[config.mk]
export PLATFORM = sky130hd
export DESIGN_NAME = mux_scan_seq
export DESIGN_NICKNAME = d
export VERILOG_FILES = /design/src/rtl/mux_scan_pkg.sv /design/src/rtl/mux_scan_settle_cnt.sv /design/src/rtl/mux_scan_seq.sv
export SDC_FILE = /design/constraint.sdc
export NUM_CORES = 1
export LEC_CHECK = 0
export BUFFER_PORTS_ARGS = -buffer_cell sky130_fd_sc_hd__buf_2
export CAP_MARGIN = 5
export CORE_AREA = 2 2 51 48
export DETAILED_ROUTE_END_ITERATION = 10
export DIE_AREA = 0 0 53 50
export PLACE_DENSITY = 0.64
export SKIP_CTS_REPAIR_TIMING = 1
export SYNTH_ARGS = -nofsm -noshare
export SYNTH_HDL_FRONTEND = slang
export SYNTH_SLANG_ARGS = --single-unit
export TNS_END_PERCENT = 10
[constraint.sdc]
create_clock -name clk -period 1.4 [get_ports clk]
set_input_delay 0.42 -clock clk [delete_from_list [all_inputs] [get_ports clk]]
set_output_delay 0.42 -clock clk [all_outputs]
set_load 0.03 [all_outputs]
[src/rtl/mux_scan_pkg.sv]
// Shared definitions for the mux scan sequencer: FSM state encoding and
// settle counter width.
package mux_scan_pkg;

  localparam int CNT_W = 4;

  typedef enum logic [2:0] {
    ST_IDLE    = 3'd0,
    ST_SETTLE  = 3'd1,
    ST_CAPTURE = 3'd2,
    ST_HOLD    = 3'd3,
    ST_DONE    = 3'd4
  } scan_state_t;

endpackage

[src/rtl/mux_scan_settle_cnt.sv]
// Loadable down-counter with zero flag; times the settle window after each
// select change.
module mux_scan_settle_cnt
  import mux_scan_pkg::*;
(
  input  logic             clk,
  input  logic             rst_n,
  input  logic             load,
  input  logic [CNT_W-1:0] load_val,
  input  logic             dec,
  output logic             zero
);

  logic [CNT_W-1:0] cnt;

  always_ff @(posedge clk) begin
    if (!rst_n) begin
      cnt <= '0;
    end else if (load) begin
      cnt <= load_val;
    end else if (dec && (cnt != '0)) begin
      cnt <= cnt - CNT_W'(1);
    end
  end

  assign zero = (cnt == '0);

endmodule

[src/rtl/mux_scan_seq.sv]
// Mux scan sequencer: steps select over DEPTH channels, waits SETTLE cycles,
// captures muxout and offers (chanOut, dataOut) downstream. Define
// SCAN_CONT_EN for free-running scans that restart without a new start.
module mux_scan_seq
  import mux_scan_pkg::*;
#(
  parameter int BIT_WIDTH = 2,
  parameter int DEPTH     = 4,
  parameter int SEL_WIDTH = 2,
  parameter int SETTLE    = 2
) (
  input  logic                 clk,
  input  logic                 rst_n,
  input  logic                 start,
  output logic [SEL_WIDTH-1:0] select,
  input  logic [BIT_WIDTH-1:0] muxout,
  output logic [BIT_WIDTH-1:0] dataOut,
  output logic [SEL_WIDTH-1:0] chanOut,
  output logic                 valid,
  input  logic                 ready,
  output logic                 busy,
  output logic                 done,
  output scan_state_t          scan_state
);

`ifdef SCAN_CONT_EN
  localparam bit CONT = 1'b1;
`else
  localparam bit CONT = 1'b0;
`endif

  localparam logic [SEL_WIDTH-1:0] LAST_SEL  = SEL_WIDTH'(DEPTH - 1);
  localparam logic [CNT_W-1:0]     SETTLE_LD = CNT_W'(SETTLE - 1);

  scan_state_t state;
  logic        accept;
  logic        last_chan;
  logic        cnt_load;
  logic        cnt_zero;

  // Handshake: a word transfers on a rising edge where valid && ready; while
  // valid && !ready, dataOut/chanOut/valid (and select) are frozen.
  assign accept    = (state == ST_HOLD) && valid && ready;
  assign last_chan = (select == LAST_SEL);
  assign cnt_load  = ((state == ST_IDLE) && start) ||
                     (accept && (!last_chan || CONT));

  mux_scan_settle_cnt u_settle_cnt (
    .clk      (clk),
    .rst_n    (rst_n),
    .load     (cnt_load),
    .load_val (SETTLE_LD),
    .dec      (state == ST_SETTLE),
    .zero     (cnt_zero)
  );

  always_ff @(posedge clk) begin
    if (!rst_n) begin
      state   <= ST_IDLE;
      select  <= '0;
      dataOut <= '0;
      chanOut <= '0;
      valid   <= 1'b0;
      busy    <= 1'b0;
      done    <= 1'b0;
    end else begin
      done <= 1'b0;
      case (state)
        ST_IDLE: begin
          select <= '0;
          if (start) begin
            state <= ST_SETTLE;
            busy  <= 1'b1;
          end
        end
        ST_SETTLE: begin
          if (cnt_zero) state <= ST_CAPTURE;
        end
        ST_CAPTURE: begin
          dataOut <= muxout;
          chanOut <= select;
          valid   <= 1'b1;
          state   <= ST_HOLD;
        end
        ST_HOLD: begin
          if (accept) begin
            valid <= 1'b0;
            if (last_chan) begin
              select <= '0;
              // Free-running mode flags the end of a pass and restarts at once
              if (CONT) begin
                done  <= 1'b1;
                state <= ST_SETTLE;
              end else begin
                state <= ST_DONE;
              end
            end else begin
              select <= select + SEL_WIDTH'(1);
              state  <= ST_SETTLE;
            end
          end
        end
        ST_DONE: begin
          done  <= 1'b1;
          busy  <= 1'b0;
          state <= ST_IDLE;
        end
        default: state <= ST_IDLE;
      endcase
    end
  end

  assign scan_state = state;

endmodule

==> flow_results.org <==
** Run status
- Result of the run :: finished, final reports clean

** Final layout
- Seq. cell area :: 324 sq um
- Summing all multi-input logic gate instances after layout gives 465 sq um.
- Area growth from synthesis to layout :: 24.5%
- For this run, the share of the core covered by cells in the final layout is 0.483.
- Nets :: 119
- 0 antenna diodes ended up in the layout.
- Share of layout cells above drive strength 1 :: 0.409
- Fill cells in the final layout number 211.

** Worst setup path
- Setup CP Type :: reg -> reg
- In this run the register-to-register setup slack is 0.03 ns.
- Arr. time, crit path :: 1.55 ns
- STA classifies the critical path startpoint as a flop.
- Worst reg2reg path startpoint :: u_settle_cnt.cnt[0]
- Cell with the largest stage delay on the worst path :: sky130_fd_sc_hd__or3b_4
- STA puts the critical path data required time at 1.58 ns.
- Following the worst setup path forward leads to its endpoint at scan_state[0].
- Endpoint type of the worst setup path :: flop
- Walking the worst path, the cells encountered are inv_1 > ha_1 > or3b_4 > a22oi_2 > a211oi_1.
- Highest cell delay on the worst timing path :: 0.42 ns
- Number of gates on the worst path with buffers counted :: 5
- The critical path starts at u_settle_cnt.cnt[0].
- End of the worst register-to-register path :: scan_state[0]
- CP top delay family :: simple AND/OR/NAND/NOR gates
- Worst R2R Path Depth :: 5
- The number of buffers and inverters on the critical path is 1.
- Maximum fanout count along the critical path :: 3

** Logic synthesis
- Biggest area consumer among synthesized cells :: sky130_fd_sc_hd__dfxtp_1
- Of the synthesized area, sequential elements account for 0.393.
- Post-synthesis instance area :: 816 sq um
- Mapped Avg Cell Area :: 9.49 sq um
- Post-Synthesis Cells :: 86
- Asr flop ratio synth :: 0
- In the post-synthesis netlist, the biggest area contributors are sky130_fd_sc_hd__dfxtp_1 (39%), sky130_fd_sc_hd__a21oi_1 (4.9%), sky130_fd_sc_hd__o21ai_0 (3.7%), sky130_fd_sc_hd__o311ai_4 (3.2%), sky130_fd_sc_hd__ha_1 (3.1%).
- Among all cell types in the netlist, the one instantiated most often is sky130_fd_sc_hd__dfxtp_1.
- Of the post-synthesis cell area, the dominant cell type holds 0.393.
- In the synthesized netlist the dominant register cell turns out to be sky130_fd_sc_hd__dfxtp_1.
- Most instantiated cells after synthesis :: sky130_fd_sc_hd__dfxtp_1 (16), sky130_fd_sc_hd__a21oi_1 (8), sky130_fd_sc_hd__o21ai_0 (6)
- Synth Warn # :: 0
- Flop and latch count out of synthesis :: 16
- Count of flip-flops with a built-in enable after synthesis :: 0
- In this run, distinct cell masters in the synthesized netlist total 37.
- Synthesized netlist net count :: 94

** Floorplanning
- IO Pins :: 18
- Number of placement rows :: 16
- The die covers 0.00265 sq mm.
- The floorplan step defined a core boundary enclosing 0.00210 sq mm.
- The initial utilization of the core area, before any placement, comes to 0.388.
- In this run the horizontal extent of the chip is 53 um.
- The die is 50 um tall.

** Clock tree
- Skew-Pair Late Insertion Delay :: 0.29 ns
- CTS tree :: yes
- Count of clock tree sinks :: 16
- In this run the number of H-tree levels came out at 1.
- Num CTS Buffers :: 3
- Clock tree synthesis selected as its root buffer the cell sky130_fd_sc_hd__clkbuf_4.
- The longest clock path from root to sink contains 2 buffers.
- Clock-pin slew was measured on the worst setup and hold paths at 0.10 ns.

** Timing
- Between clock sinks in the finished design, the worst skew comes to 0.00327 ns.
- Setup violations, final :: 0
- Headroom to the max-slew limit came out at 0.768.
- Subtracting the final worst setup slack from the clock period gives 1.37 ns.
- The tightest hold path in the finished design has a slack of 0.355 ns.
- Maximum clock rate :: 0.732 GHz
- Slew at the pin closest to its max-slew limit :: 0.346 ns
- Final-report hold violation count :: 0
- The number of max-slew violations in the final report came to 0.
- Total Negative Setup Slacks :: 0 ns
- In the finished design, the share of the clock period the worst path needs comes to 0.976.
- Setup repair after global routing could not meet its margin everywhere.

** Route
- Routed via count divided by cell count :: 5.40
- For this block, the initial DRC count from the detailed router was 11.
- The first detailed-routing pass took 4 iterations.
- The routed design has 1820 um of wire.
- The detailed router placed 740 vias in this run.
- Detail-routed net length per standard cell :: 13.3 um
- Number of design rule violations left after detail routing :: 0
- The detail route stage leaves a number of antenna-violating nets equal to 0.

** Placement
- Detailed placement HPWL :: 1370 um
- Routability-driven placement congestion ratio :: 0.795
- PortBufs :: 17

** Global routing
- For this run, the total global-route usage over all layers was measured as 0.156.
- Remaining global-route overflow :: 0
- The number of antenna violations at the first check in global routing was 0.
- Wire length of the first global-routing pass :: 3130 um
- Largest net degree at the start of global routing :: 11
- The via count of the first global-routing pass was 721.

** Power
- Maximum ir drop on the vdd rail :: 0.529 mV
- Power density over the cells :: 1140 mW/mm^2
- Leakage power figure :: 0.000412 uW

** Flow run
- Max-cap violations in this run came to 0.

** Min path
- Worst Hold Class :: in -> reg
-- tightest hold or removal path, stage by stage --
cell and delay [ns]:
sky130_fd_sc_hd__buf_2 0.09, sky130_fd_sc_hd__nand2_1 0.04, sky130_fd_sc_hd__a21oi_1 0.05
-- layout make-up --
| class | count | share of cell area |
|---|---|---|
| tap | 27 | 0.0333 |
| multi-input combinational | 61 | 0.458 |
| timing repair buffer | 24 | 0.135 |
| sequential | 16 | 0.319 |
| clock buffer | 4 | 0.0357 |
| inverter | 5 | 0.0185 |
-- layout by cell type (no fill, tap or decap), drive strengths merged --
master	Yosys	final
o311a	1	1
a21oi	10	10
a41oi	1	1
dfxtp	16	16
or3	1	1
ha	2	2
nor3	3	3
o31a	1	1
a21boi	1	1
or3b	2	2
nor2	3	3
a211oi	3	3
clkbuf	1	4
or4b	1	1
nor2b	1	1
o21a	1	1
a22oi	1	1
nor3b	4	4
inv	5	5
nand2b	2	2
and3	2	2
nand4b	1	1
o41ai	1	1
o21ai	7	7
o311ai	1	1
buf	3	24
nand3	5	5
o31ai	1	1
nand2	5	5
-- through the flow --
step           cells  total power, uW  setup slack (ns)  instance area, sq um
6_report         137             1150            0.0335                  1020
5_1_grt          137             1210           -0.0304                  1020
4_1_cts          137             1140           -0.0760                   997
3_5_place_dp     133              833            0.0172                   961
3_3_place_gp     133              830            0.0345                   961
2_1_floorplan     86              741           -0.0179                   817
-- report_power, final --
part | switching, uW | internal [uW] | total, uW
Combinational | 185 | 141 | 326
Sequential | 30.6 | 485 | 516
Clock | 154 | 159 | 312
Total | 369 | 785 | 1150
-- registers in the layout, indices dropped and copies added, names as in the netlist --
| signal | cells |
|---|---|
| dataOut | 2 |
| select | 2 |
| valid | 1 |
| scan_state | 3 |
| done | 1 |
| busy | 1 |
| chanOut | 2 |
| u_settle_cnt.cnt | 4 |
-- worst min-delay path by stage --
stage / startpoint / to / slack (ns) / depth (start not counted)
5_1_grt: muxout[0] / dataOut[0] / 0.38 / 3
3_5_place_dp: dataOut[1] / dataOut[1] / 0.47 / 2
6_report: muxout[0] / dataOut[0] / 0.35 / 3
3_3_place_gp: dataOut[1] / dataOut[1] / 0.46 / 2
4_1_cts: muxout[0] / dataOut[0] / 0.36 / 3
2_1_floorplan: u_settle_cnt.cnt[3] / u_settle_cnt.cnt[3] / 0.47 / 2
-- cells by family after synthesis --
family,synth area share
adder cells (fa/ha/maj),0.0307
AND/OR/NAND/NOR,0.241
AO/OA/AOI/OAI,0.279
flip-flops,0.393
buffers and inverters,0.0567
-- metal layers --
layer | share of wire | vias up | global-route usage
li1 | - | 367 | -
met2 | 0.47 | 22 | 0.263
met5 | 0 | - | 0
met1 | 0.47 | 347 | 0.199
met4 | 0.012 | 0 | 0.0556
met3 | 0.042 | 4 | 0.0212
No activity file was read; power rests on OpenSTA's default activity.
